**src/rtl/fpu_multiplier16_pkg.sv**
```systemverilog
// Shared constants and state type for the FP16 significand multiplier.
// Provides `FP16_FRACW (fraction field width) when the build has not set it already.
`ifndef FP16_FRACW
`define FP16_FRACW 10
`endif

package fpu_multiplier16_pkg;

    localparam int unsigned FP16_FRACW = `FP16_FRACW;

    typedef enum logic [1:0] {
        IDLE,
        BUSY,
        DONE
    } mul_state_t;

endpackage

```
**src/rtl/fpu_multiplier16.sv**
```systemverilog
// Sequential shift-and-add multiplier for FP16 fraction fields; one multiplier bit per clock.
// Optional MUL_EARLY_TERM_EN ends the BUSY phase once no multiplier bits remain.
module fpu_multiplier16
    import fpu_multiplier16_pkg::*;
#(
    parameter int unsigned WIDTH = `FP16_FRACW
) (
    input  logic               clock,
    input  logic               reset,
    input  logic [WIDTH-1:0]   mulIn1,
    input  logic [WIDTH-1:0]   mulIn2,
    input  logic               start,
    output logic [2*WIDTH-1:0] mulOut,
    output logic               done
);

    localparam int unsigned CW = $clog2(WIDTH + 1);

    mul_state_t         state;
    logic [2*WIDTH-1:0] acc;
    logic [2*WIDTH-1:0] mcand;
    logic [WIDTH-1:0]   mplier;
    logic [CW-1:0]      count;
    logic               last;

    // The result is published one edge after the final accumulate step, so
    // mulOut only ever carries a complete product.
`ifdef MUL_EARLY_TERM_EN
    assign last = (mplier == '0);
`else
    assign last = (count == CW'(WIDTH));
`endif

    always_ff @(posedge clock) begin
        if (reset) begin
            state  <= IDLE;
            acc    <= '0;
            mcand  <= '0;
            mplier <= '0;
            count  <= '0;
            mulOut <= '0;
            done   <= 1'b0;
        end else begin
            case (state)
                IDLE: begin
                    if (start) begin
                        mcand  <= {{WIDTH{1'b0}}, mulIn1};
                        mplier <= mulIn2;
                        acc    <= '0;
                        count  <= '0;
                        done   <= 1'b0;
                        state  <= BUSY;
                    end
                end
                BUSY: begin
                    if (last) begin
                        mulOut <= acc;
                        done   <= 1'b1;
                        state  <= DONE;
                    end else begin
                        if (mplier[0]) begin
                            acc <= acc + mcand;
                        end
                        mcand  <= mcand << 1;
                        mplier <= mplier >> 1;
                        count  <= count + 1'b1;
                    end
                end
                DONE: begin
                    if (!start) begin
                        done  <= 1'b0;
                        state <= IDLE;
                    end
                end
                default: begin
                    state <= IDLE;
                end
            endcase
        end
    end

endmodule

```
**config.mk**
```make
export PLATFORM = sky130hd
export DESIGN_NAME = fpu_multiplier16
export DESIGN_NICKNAME = d
export VERILOG_FILES = /design/src/rtl/fpu_multiplier16_pkg.sv /design/src/rtl/fpu_multiplier16.sv
export SDC_FILE = /design/constraint.sdc
export NUM_CORES = 1
export LEC_CHECK = 0
export ABC_CLOCK_PERIOD_IN_PS = 2440
export BUFFER_PORTS_ARGS = -buffer_cell sky130_fd_sc_hd__buf_4
export CAP_MARGIN = 20
export CELL_PAD_IN_SITES_DETAIL_PLACEMENT = 1
export CELL_PAD_IN_SITES_GLOBAL_PLACEMENT = 2
export CORE_AREA = 2 2 115 117
export DETAILED_ROUTE_END_ITERATION = 12
export DIE_AREA = 0 0 117 119
export PLACE_DENSITY_LB_ADDON = 0.15
export SLEW_MARGIN = 15
export SYNTH_ARGS = -nofsm -noshare
export SYNTH_HDL_FRONTEND = slang
export SYNTH_SLANG_ARGS = --single-unit
```
**constraint.sdc**
```tcl
create_clock -name clock -period 2.44 [get_ports clock]
set_input_delay 0.488 -clock clock [delete_from_list [all_inputs] [get_ports clock]]
set_output_delay 0.488 -clock clock [all_outputs]
set_load 0.01 [all_outputs]
```
---- Word level (Yosys, flattened, before mapping) ----
Cells that the tools add are included.
word-level totals
  register bits after elaboration ......... 77
  bits of input ports ..................... 23
  output and inout port bits .............. 21
operators by class
  add/subtract/negate cells ............... 2
  eq/ne operators ......................... 8
  multiplexer cells ....................... 21
  reductions and logical operators ........ 8
operator list
  operator                                                          count
  20-bit 2-to-1 mux                                                 5
  20-bit case mux with 2 select lines                               2
  20-bit adder                                                      1
  10-bit 2-to-1 mux                                                 2
  10-bit case mux with 2 select lines                               1
  2-bit inequality test (second input constant)                     5
  4-bit 2-to-1 mux                                                  2
  4-bit case mux with 2 select lines                                1
  4-bit AND reduction                                               2
  2-bit 2-to-1 mux                                                  3
  2-bit case mux with 3 select lines                                1
  3-bit AND reduction                                               2
  4-bit by 1-bit adder with 4-bit output (second input constant)    1
  4-bit == test (second input constant)                             1
  1-bit 2-to-1 mux                                                  3
  1-bit case mux with 3 select lines                                1
  3-bit nonzero test                                                1
  2-bit by 1-bit == test with 1-bit output (second input constant)  1
  2-bit == test (second input constant)                             1
  2-bit logical NOT                                                 1
  2-bit AND reduction                                               1
  2-bit nonzero test                                                1

---- Depth between registers and ports, before layout ----
Gate-level depths: netlist (run 1).
  depth after elaboration ................. 4
  mapped depth ............................ 10

---- Worst setup path after synthesis (run 1) ----
No wires, ideal clock.
  kind .................................... reg2reg
  start point ............................. reg acc[0]
  end point ............................... reg acc[16]
  library setup time ...................... 0.062 ns
  data arrival time ....................... 2.249 ns
  setup slack ............................. 0.130 ns
  cell stages (with the launch flop) ...... 10
  path buffers ............................ 0
  period minus slack after synthesis ...... 2.310 ns
  cell sequence ........................... dfxtp_1 > ha_1 > fa_1 > a21o_1 > a221oi_4 > o21bai_2 > a21oi_2 > nor2_1 > or4_1 > nand3_1
on the way
  word-level cells in the longest chain between the ends .. 4
ends and longest elaborated chain
  what                                 line                    text
  start: declaration                   fpu_multiplier16.sv:20  logic [2*WIDTH-1:0] acc;
  start signal: assignment             fpu_multiplier16.sv:62  acc <= acc + mcand;
  20-bit adder                         fpu_multiplier16.sv:62
  20-bit 2-to-1 mux                    fpu_multiplier16.sv:61  if (mplier[0]) begin
  20-bit 2-to-1 mux                    fpu_multiplier16.sv:56  if (last) begin
  20-bit case mux with 2 select lines  fpu_multiplier16.sv:44  case (state)
No other way between the ends. The select of a mux whose other input is x is not followed.
A chain may end at the register's enable or synchronous reset.

---- Worst setup path in the final report (run 1) ----
  start point ............................. reg mcand[0]
  end point ............................... reg acc[18]
on the way
  word-level cells in the longest chain between the ends .. 4
ends and longest elaborated chain
  what                                 line                    text
  start: declaration                   fpu_multiplier16.sv:21  logic [2*WIDTH-1:0] mcand;
  start signal: assignment             fpu_multiplier16.sv:47  mcand <= {{WIDTH{1'b0}}, mulIn1};
  start signal: assignment             fpu_multiplier16.sv:64  mcand <= mcand << 1;
  20-bit adder                         fpu_multiplier16.sv:62
  20-bit 2-to-1 mux                    fpu_multiplier16.sv:61
  20-bit 2-to-1 mux                    fpu_multiplier16.sv:56
  20-bit case mux with 2 select lines  fpu_multiplier16.sv:44
No other way between the ends. The select of a mux whose other input is x is not followed.

==> metrics list, run 1 <==
* Count of flip-flops with a built-in enable after synthesis: 0
- Counting every sink on the clock net gives 77.
- Flip-flop and latch count after synthesis: 77
- Of the total synthesized cell area, the portion taken by AND, OR, NAND and NOR gates is 22.2%.
- Mean cell area of the mapped netlist: 7.93 µm²
- Cell repeated most along the worst path: sky130_fd_sc_hd__buf_4
- The netlist uses 47 different library cells.
- IO Pins: 44
* Via count of the first global-routing pass: 3,652
- Summed over all cells, the static leakage comes to 0.00201 µW.
* First-pass iteration count of the detailed router: 4
- Before CTS, the worst setup slack after placement is -22.8 ps.
* WP data arrival: 2660 ps
- The initial antenna violation count was 0.
* Count of antenna-violating nets left after detailed routing: 0
* Post-synthesis mux area share: 0.261%
- After global routing the overflow that remains totals 0.
* Worst hold path depth: 3
- The congestion estimate from routability-driven global placement came to 0.781.
- The startpoint identified for the worst hold timing path is mulIn1[0].
- Yosys instantiated no cell more often than sky130_fd_sc_hd__nand2_1.
- No sink is reached through more buffers than the 2 on the longest clock path.
- Of the synthesized area, sequential elements account for 40.3%.
- Power density relative to cell area: 629 mW/mm²
* Area Growth Syn to Fin: 26.2%
* Post-Route Hold Slack: 387 ps
- After Yosys synthesis, full adders, half adders and majority gates account for 7.39% of the synthesized area.
- Fin. max-slew vios: 0
- Horiz. Die Dim: 117 µm
- Count of placed standard cells in the final layout, fillers left out: 720
* Critical Setup Path Class: register to register
- Leading register cell type out of synthesis: sky130_fd_sc_hd__dfxtp_1
* Worst-path maximum fanout: 3
- The worst register-to-register path has a setup slack of 20 ps.
- Summed over its instances, the top area cell type makes up 40.3% of the synthesized netlist area.
- Capture instance of the worst register-to-register path: acc[18]$_SDFFE_PP0P_
- After legalization and detailed placement, the total HPWL measured 8220 µm.
- Number of rows in the core area: 42
* Worst Max-Slew Pin Slew: 884 ps
- Number of H-tree levels: 3
- In the synthesized netlist, the number of instances is 483.
- The clock arrives with 6.15 ps of skew.
- Required time at the endpoint of the critical path: 2680 ps
- The clock period could shrink to 2420 ps.
- The repair_antennas step left the layout with diodes totalling 0.
* Buffers added on ports: 43
* Max_cap viols: 0
* Number of warnings issued by yosys: 0
- Among all stages on the critical path, the largest delay is contributed by sky130_fd_sc_hd__fa_2.
- Area fraction in compound gates after synthesis: 22.4%
- Main combinational cell family by area after synthesis: compound AO/OA/AOI/OAI gates
- Via count: 3,553
* Delay of the slowest cell on the worst path: 380 ps
- Via density per instance: 4.93
- The later pin in the worst-skew pair is clocked with a latency of 350 ps.
* Commonest cells post-synth: 111 x sky130_fd_sc_hd__nand2_1, 77 x sky130_fd_sc_hd__dfxtp_1, 50 x sky130_fd_sc_hd__nor2_1, 48 x sky130_fd_sc_hd__a21oi_1, 22 x sky130_fd_sc_hd__clkbuf_1
- Worst-case hold path end point: mcand[0]$_SDFFE_PP0P_
* Final Total Pwr: 3040 µW
- Traced cell by cell, the critical path runs through ha_4 -> fa_2 -> a21o_1 -> a221oi_4 -> o21bai_2 -> a21oi_2 -> buf_4 -> buf_4 -> o21bai_1 -> xnor2_1 -> o21ai_1.
- Cells with a size suffix above 1 make up 18.6% of the layout.
- Layout filler cell count: 1,558
- # nets final: 584
- For this configuration, the core starts out at a cell density of 29.7%.
- Final period util: 99.1%
* Final Routed Wirelength: 11,300 µm
- Critical path buffers and inverters: 2
- The tree is rooted in a sky130_fd_sc_hd__clkbuf_16.
- The floorplan step defined a die boundary enclosing 0.0139 mm².
- Maximum number of pins on one net before global-route repair: 53
- In this run the tightest slew margin relative to its limit is 40.9%.
* Worst setup margin: 20.8 ps
- TritonCTS built the clock tree.
- Mean routed wirelength per cell: 15.7 µm
- In the synthesized netlist the async set-or-reset flop fraction comes to 0%.
- Setup violations remaining at the end of the flow were counted as 0.
* Cells on worst reg2reg path: 11
* Clock-pin transition on the worst setup and hold timing paths: 70 ps
- In this run the standard cell core region covers 0.0129 mm².
- After synthesis, the cell types taking the most area are sky130_fd_sc_hd__dfxtp_1 40%, sky130_fd_sc_hd__nand2_1 11%, sky130_fd_sc_hd__ha_1 6.9%, sky130_fd_sc_hd__a21oi_1 6.3%, sky130_fd_sc_hd__nor2_1 4.9%.
- Placed Cells incl. Taps: 702
- Maximum frequency from static timing analysis: 413 MHz
- Global-route wire length before repair: 18,800 µm
- Total nets after synthesis: 528
- Setup repair after global routing could not meet its margin everywhere.
* Worst min path class: primary input to register
* CP Capture Type: register
* Beginning of the worst register-to-register path: mcand[0]$_SDFFE_PP0P_
- The worst setup path is launched from a register.
- After Yosys synthesis, XOR and XNOR cells account for 4.12% of the synthesized area.
* DIE HEIGHT: 119 µm
* Post-synthesis instance area: 0.00383 mm²
- DRC violations left: 0
- Max rail drop VDD: 0.276 mV
- Number of buffers created by CTS: 9
- Final Hold Fails: 0
* Initial DRC Count: 110
- Leading area contributor after synthesis: sky130_fd_sc_hd__dfxtp_1
* GRT Resource Usage Total: 17.6%
- On the critical path the largest part of the delay comes from compound AO/OA/AOI/OAI gates.
- Status: finished, final reports clean
stage by stage:
step / TNS [ps] / instance area, µm² / util (%)
finish: 0 / 4830 / 37.5
global route: -186 / 4830 / 37.5
CTS: 0 / 4780 / 37.1
detailed placement: -22.8 / 4470 / 34.7
global placement: 0 / 4470 / 34.7
floorplan: 0 / 3830 / -
how the worst max path moves through the flow:
stage | start | endpoint | cells past startpoint
final | mcand[0]$_SDFFE_PP0P_ | acc[18]$_SDFFE_PP0P_ | 11
after global routing | acc[0]$_SDFFE_PP0P_ | acc[14]$_SDFFE_PP0P_ | 10
after CTS | acc[0]$_SDFFE_PP0P_ | acc[16]$_SDFFE_PP0P_ | 9
after detailed placement | acc[0]$_SDFFE_PP0P_ | acc[16]$_SDFFE_PP0P_ | 9
after global placement | acc[0]$_SDFFE_PP0P_ | acc[16]$_SDFFE_PP0P_ | 9
after floorplan | acc[0]$_SDFFE_PP0P_ | acc[16]$_SDFFE_PP0P_ | 9
area by class of cell:
| cell class | count | area [µm²] | area share (%) |
|---|---|---|---|
| sequential | 77 | 1540 | 32.0 |
| inverter | 8 | 30.0 | 0.621 |
| timing repair buffer | 71 | 533 | 11.0 |
| clock inverter | 7 | 82.6 | 1.71 |
| multi-input combinational | 372 | 2200 | 45.5 |
| tap | 176 | 220 | 4.56 |
| clock buffer | 9 | 225 | 4.66 |
worst min-delay path: stages:
cell	delay [ps]
sky130_fd_sc_hd__buf_4	80
sky130_fd_sc_hd__a22oi_1	60
sky130_fd_sc_hd__nor2_1	80
placed cells by master, fill, tap and decap left out, types with 9 or more instances in the layout:
cell,count
sky130_fd_sc_hd__nor2_1,49
sky130_fd_sc_hd__nand3_1,16
sky130_fd_sc_hd__a22oi_1,11
sky130_fd_sc_hd__a311oi_1,18
sky130_fd_sc_hd__buf_4,71
sky130_fd_sc_hd__dfxtp_1,75
sky130_fd_sc_hd__o21ai_0,15
sky130_fd_sc_hd__clkbuf_16,9
sky130_fd_sc_hd__nand2_1,110
sky130_fd_sc_hd__xor2_1,11
sky130_fd_sc_hd__a21oi_1,48
sky130_fd_sc_hd__ha_1,20
routing by layer:
| layer | GRT usage (%) | vias up | routed length [µm] | share of wire [%] |
|---|---|---|---|---|
| met1 | 22.3 | 1682 | 5250 | 46 |
| li1 | - | 1807 | - | - |
| met5 | 0 | - | 0 | 0 |
| met2 | 28.8 | 49 | 5530 | 49 |
| met4 | 7.43 | 0 | 245 | 2.2 |
| met3 | 3.41 | 15 | 307 | 2.7 |
registers in the layout, summed over array words and instances, names as in the netlist:
| register | count |
|---|---|
| done | 1 |
| mcand | 20 |
| mulOut | 20 |
| mplier | 10 |
| count | 4 |
| state | 2 |
| acc | 20 |
power by group:
part | total (µW) | leakage [µW] | internal (µW) | switching (µW)
combinational | 298 | 0.00123 | 117 | 181
clock | 1410 | 0.000150 | 810 | 601
sequential | 1330 | 0.000626 | 1300 | 34.1
total | 3040 | 0.00201 | 2230 | 816
timing repair:
item	in CTS	in global routing
setup buffers	0	2
endpoints found under the setup margin	1	3
hold buffers	0	0
resized for setup	1	11
pin swaps	0	12
cell families (layout without fill, tap and decap cells):
kind of cell / Yosys count / in the layout
muxes: 1 / 1
DFF: 77 / 77
adders and majority gates: 22 / 22
and+or+nand+nor: 202 / 202
AOI/OAI and AO/OA: 129 / 129
buffers and inverters: 34 / 95
xor gates and xnor gates: 18 / 18
No activity file was read; power rests on OpenSTA's default activity.
==> run 2, diff against run 1 <==
--- a/config.mk
+++ b/config.mk
@@ -14,6 +14,7 @@
 export DETAILED_ROUTE_END_ITERATION = 12
 export DIE_AREA = 0 0 117 119
 export PLACE_DENSITY_LB_ADDON = 0.15
+export RECOVER_POWER = 25
 export SLEW_MARGIN = 15
 export SYNTH_ARGS = -nofsm -noshare
 export SYNTH_HDL_FRONTEND = slang
==> run 2 against run 1 <==
  * Cell count is the same
  * Routed wire length is essentially flat
  * Non-clock buffer count is the same
  * Count of clock-buffer cells in the layout is the same
  * Via count is essentially flat
  * Utilization shrank 0.64 points
  * Critical path type unchanged
  * Critical endpoint unchanged
  * Largest power group unchanged
==> metrics list, run 2 (synthesis gave the netlist of run 1 again) <==
* Launch point of the worst path: mcand[0]$_SDFFE_PP0P_
- The cell count of the worst reg-to-reg path came to 11 (unchanged).
- Via count of the first global-routing pass: 3,652 (unchanged)
- Global-route wire length before repair: 18,800 µm (unchanged)
- Max rail drop VDD: 0.274 mV (-0.69%)
- The worst setup path is launched from a register.
- The remaining design rule violation count was 0 (unchanged).
- Via count: 3,550 (-0.084%)
* Headroom to the max-slew limit: 39.7% (-1.2 points)
- The area of the die came to 0.0139 mm² (unchanged).
* Beginning of the worst register-to-register path: mcand[0]$_SDFFE_PP0P_
- In the layout the commonest cells are 110 x sky130_fd_sc_hd__nand2_1, 75 x sky130_fd_sc_hd__dfxtp_1, 49 x sky130_fd_sc_hd__nor2_1, 49 x sky130_fd_sc_hd__buf_4, 48 x sky130_fd_sc_hd__a21oi_1.
- The routability-driven placement congestion ratio was 0.781 (unchanged).
* Final Total Pwr: 3040 µW (about the same)
- The number of search-and-repair iterations in the first detailed-routing pass was 4 (unchanged).
- The count of H-tree levels built during CTS was 3 (unchanged).
* Count of final setup violators: 0 (unchanged)
* Worst reg2reg setup slack: 10 ps (about the same)
- Number of antenna violations at the first check in global routing: 0 (unchanged)
* Latest clock arrival within the worst-skew pair: 350 ps (about the same)
* Final Hold Fails: 0 (unchanged)
- Number of buffers created by CTS: 9 (unchanged)
- Status: finished, final reports clean
- The antenna violation net count after detailed routing came to 0 (unchanged).
- IO Pins: 44 (unchanged)
- Fin. max-slew vios: 0 (unchanged)
- The final antenna diode count was 0 (unchanged).
- The starting utilization of the core area was 29.7% (unchanged).
- Horiz. Die Dim: 117 µm (unchanged)
* Minimum period implied by the final worst setup slack: 2430 ps (+11.2 ps)
- Walking the worst path, the cells encountered are ha_4 -> fa_2 -> a21o_1 -> a221oi_4 -> o21bai_2 -> a21oi_2 -> buf_4 -> buf_4 -> o21bai_1 -> xnor2_1 -> o21ai_1.
* Fraction of final layout cells with drive strength greater than 1: 14.5% (-4.0 points)
- The number of rows created at floorplan was 42 (unchanged).
- The final worst clock skew was 6.66 ps (+0.515 ps).
- Switching power as a share of total power: 26.8% (about the same)
- # nets final: 584 (unchanged)
* Clock tree from TritonCTS: yes
- Commonest non-fill, non-tap cell in the layout: sky130_fd_sc_hd__nand2_1
- Mean routed wirelength per cell: 15.7 µm (about the same)
- The routed wire length came to 11,300 µm (about the same).
* Area Growth Syn to Fin: 24.1%
* Layout filler cell count: 1,570 (+0.77%)
- In this run the clock root is driven by a sky130_fd_sc_hd__clkbuf_16.
- The count of input and output buffers is 43 (unchanged).
- Aggregate global routing overflow: 0 (unchanged)
* GRT Resource Usage Total: 17.6% (unchanged)
* Dpl hpwl: 8220 µm (unchanged)
- Clock power frac: 46.4% (about the same)
- Number of buffers added to fix hold violations after cts: 0 (unchanged)
- Via density per instance: 4.93 (about the same)
- The total internal power is 2220 µW (about the same).
- The most critical setup path has its endpoint at acc[18]$_SDFFE_PP0P_.
- Instance area at placement: 0.00447 mm² (unchanged)
- The final worst-path cycle share was 99.6% (+0.46 points).
- Portion of total power attributed to combinational logic: 9.8% (about the same)
- The clock tree buffer depth is 2 (unchanged).
- Worst min path class: primary input to register
* Required time at the endpoint of the critical path: 2680 ps (about the same)
* Leakage power of the design: 0.00192 µW (-4.7%)
- Initial DRC Count: 136 (+24%)
- The power per unit of standard cell area came to 640 mW/mm² (+1.7%).
- Cell with the largest stage delay on the worst path: sky130_fd_sc_hd__fa_2
- The post-route cell area came to 0.00475 mm² (-1.7%).
* Cell repeated most along the worst path: sky130_fd_sc_hd__buf_4
- The peak clock frequency supported by timing came to 411 MHz (-0.46%).
- The top fanout value on the critical path is 3 (unchanged).
* Sinks on the clock net: 77 (unchanged)
- The power share of the sequential group came to 43.9% (about the same).
- Worst Max-Slew Pin Slew: 903 ps (+18.6 ps)
- Top Registers: acc x20, mcand x20, mulOut x20
* Max_cap viols: 0 (unchanged)
* WP data arrival: 2670 ps (about the same)
- STA classifies the critical path endpoint as a register.
- The floorplan die height is 119 µm (unchanged).
- Clock-pin transition on the worst setup and hold timing paths: 70 ps (about the same)
* Post-Route Hold Slack: 388 ps (+1.48 ps)
- Net Switching: 815 µW (-0.13%)
- RSZ-0062 raised after global routing: yes
- The worst stage delay on the critical path was 380 ps (about the same).
- The worst register-to-register path ends at acc[18]$_SDFFE_PP0P_.
* Maximum number of pins on one net before global-route repair: 53 (unchanged)
* Critical Setup Path Class: register to register
- The total negative slack was 0 ps (unchanged).
- Core Area: 0.0129 mm² (unchanged)
-- run 2: cell count changes in the layout (fill, tap and decap cells not counted) --
cell,previous run,this run
sky130_fd_sc_hd__buf_4,71,49
sky130_fd_sc_hd__clkbuf_1,0,22
-- run 2: per-layer routing --
metal | global-route usage (%) | wire, µm | vias up
met4 | 7.43 | 245 | 0
met5 | 0 | 0 | -
met1 | 22.3 | 5290 | 1683
met2 | 28.8 | 5510 | 47
li1 | - | - | 1805
met3 | 3.41 | 288 | 15
-- run 2: worst max-delay path: cells and delay by family, from the launching register on --
| kind | cells | cell delay [ps] |
|---|---|---|
| DFF | 1 | 340 |
| AOI/OAI and AO/OA | 6 | 1030 |
| xor gates and xnor gates | 1 | 160 |
| buffers and inverters | 2 | 250 |
| adders and majority gates | 2 | 550 |
-- run 2: worst min path at each step --
stage                             from                       to  slack, ps  cells after the start
4_1_cts                      mulIn1[0]    mcand[0]$_SDFFE_PP0P_        380                      3
2_1_floorplan     acc[19]$_SDFFE_PP0P_     acc[19]$_SDFFE_PP0P_        440                      1
3_5_place_dp   mulOut[12]$_SDFFE_PP0P_  mulOut[12]$_SDFFE_PP0P_        450                      2
3_3_place_gp    mulOut[5]$_SDFFE_PP0P_   mulOut[5]$_SDFFE_PP0P_        440                      2
6_report                     mulIn1[0]    mcand[0]$_SDFFE_PP0P_        390                      3
5_1_grt                      mulIn1[0]    mcand[0]$_SDFFE_PP0P_        410                      3
-- run 2: power by group through the flow --
stage / Sequential, µW / Combinational (µW) / Clock, µW
global route: 1340 / 339 / 1510
floorplan: 1350 / 196 / 0
global placement: 1360 / 294 / 0
finish: 1330 / 296 / 1410
detailed placement: 1360 / 299 / 0
CTS: 1330 / 301 / 1460
-- run 2: final cells by class --
type | instances | area [µm²] | share of cell area, %
multi-input cells | 372 | 2200 | 46.3
clock inverters | 7 | 82.6 | 1.74
flip-flops and latches | 77 | 1540 | 32.5
repair buffers | 71 | 450 | 9.48
clock buffers | 9 | 225 | 4.74
well taps | 176 | 220 | 4.64
inverters | 8 | 30.0 | 0.632
-- run 2: what timing repair did --
action | in CTS | in global routing
buffers inserted | 0 | 2
setup endpoints to repair | 1 | 3
gates cloned | 0 | 0
resized for setup | 1 | 11
pin swaps | 0 | 12
-- run 2: through the flow --
step / worst slack (ps) / util [%] / std cells
floorplan: 130 / - / 483
global placement: 0.527 / 34.7 / 702
detailed placement: -22.8 / 34.7 / 702
CTS: 10.2 / 37.1 / 718
global route: -64.6 / 36.9 / 720
finish: 9.60 / 36.9 / 720
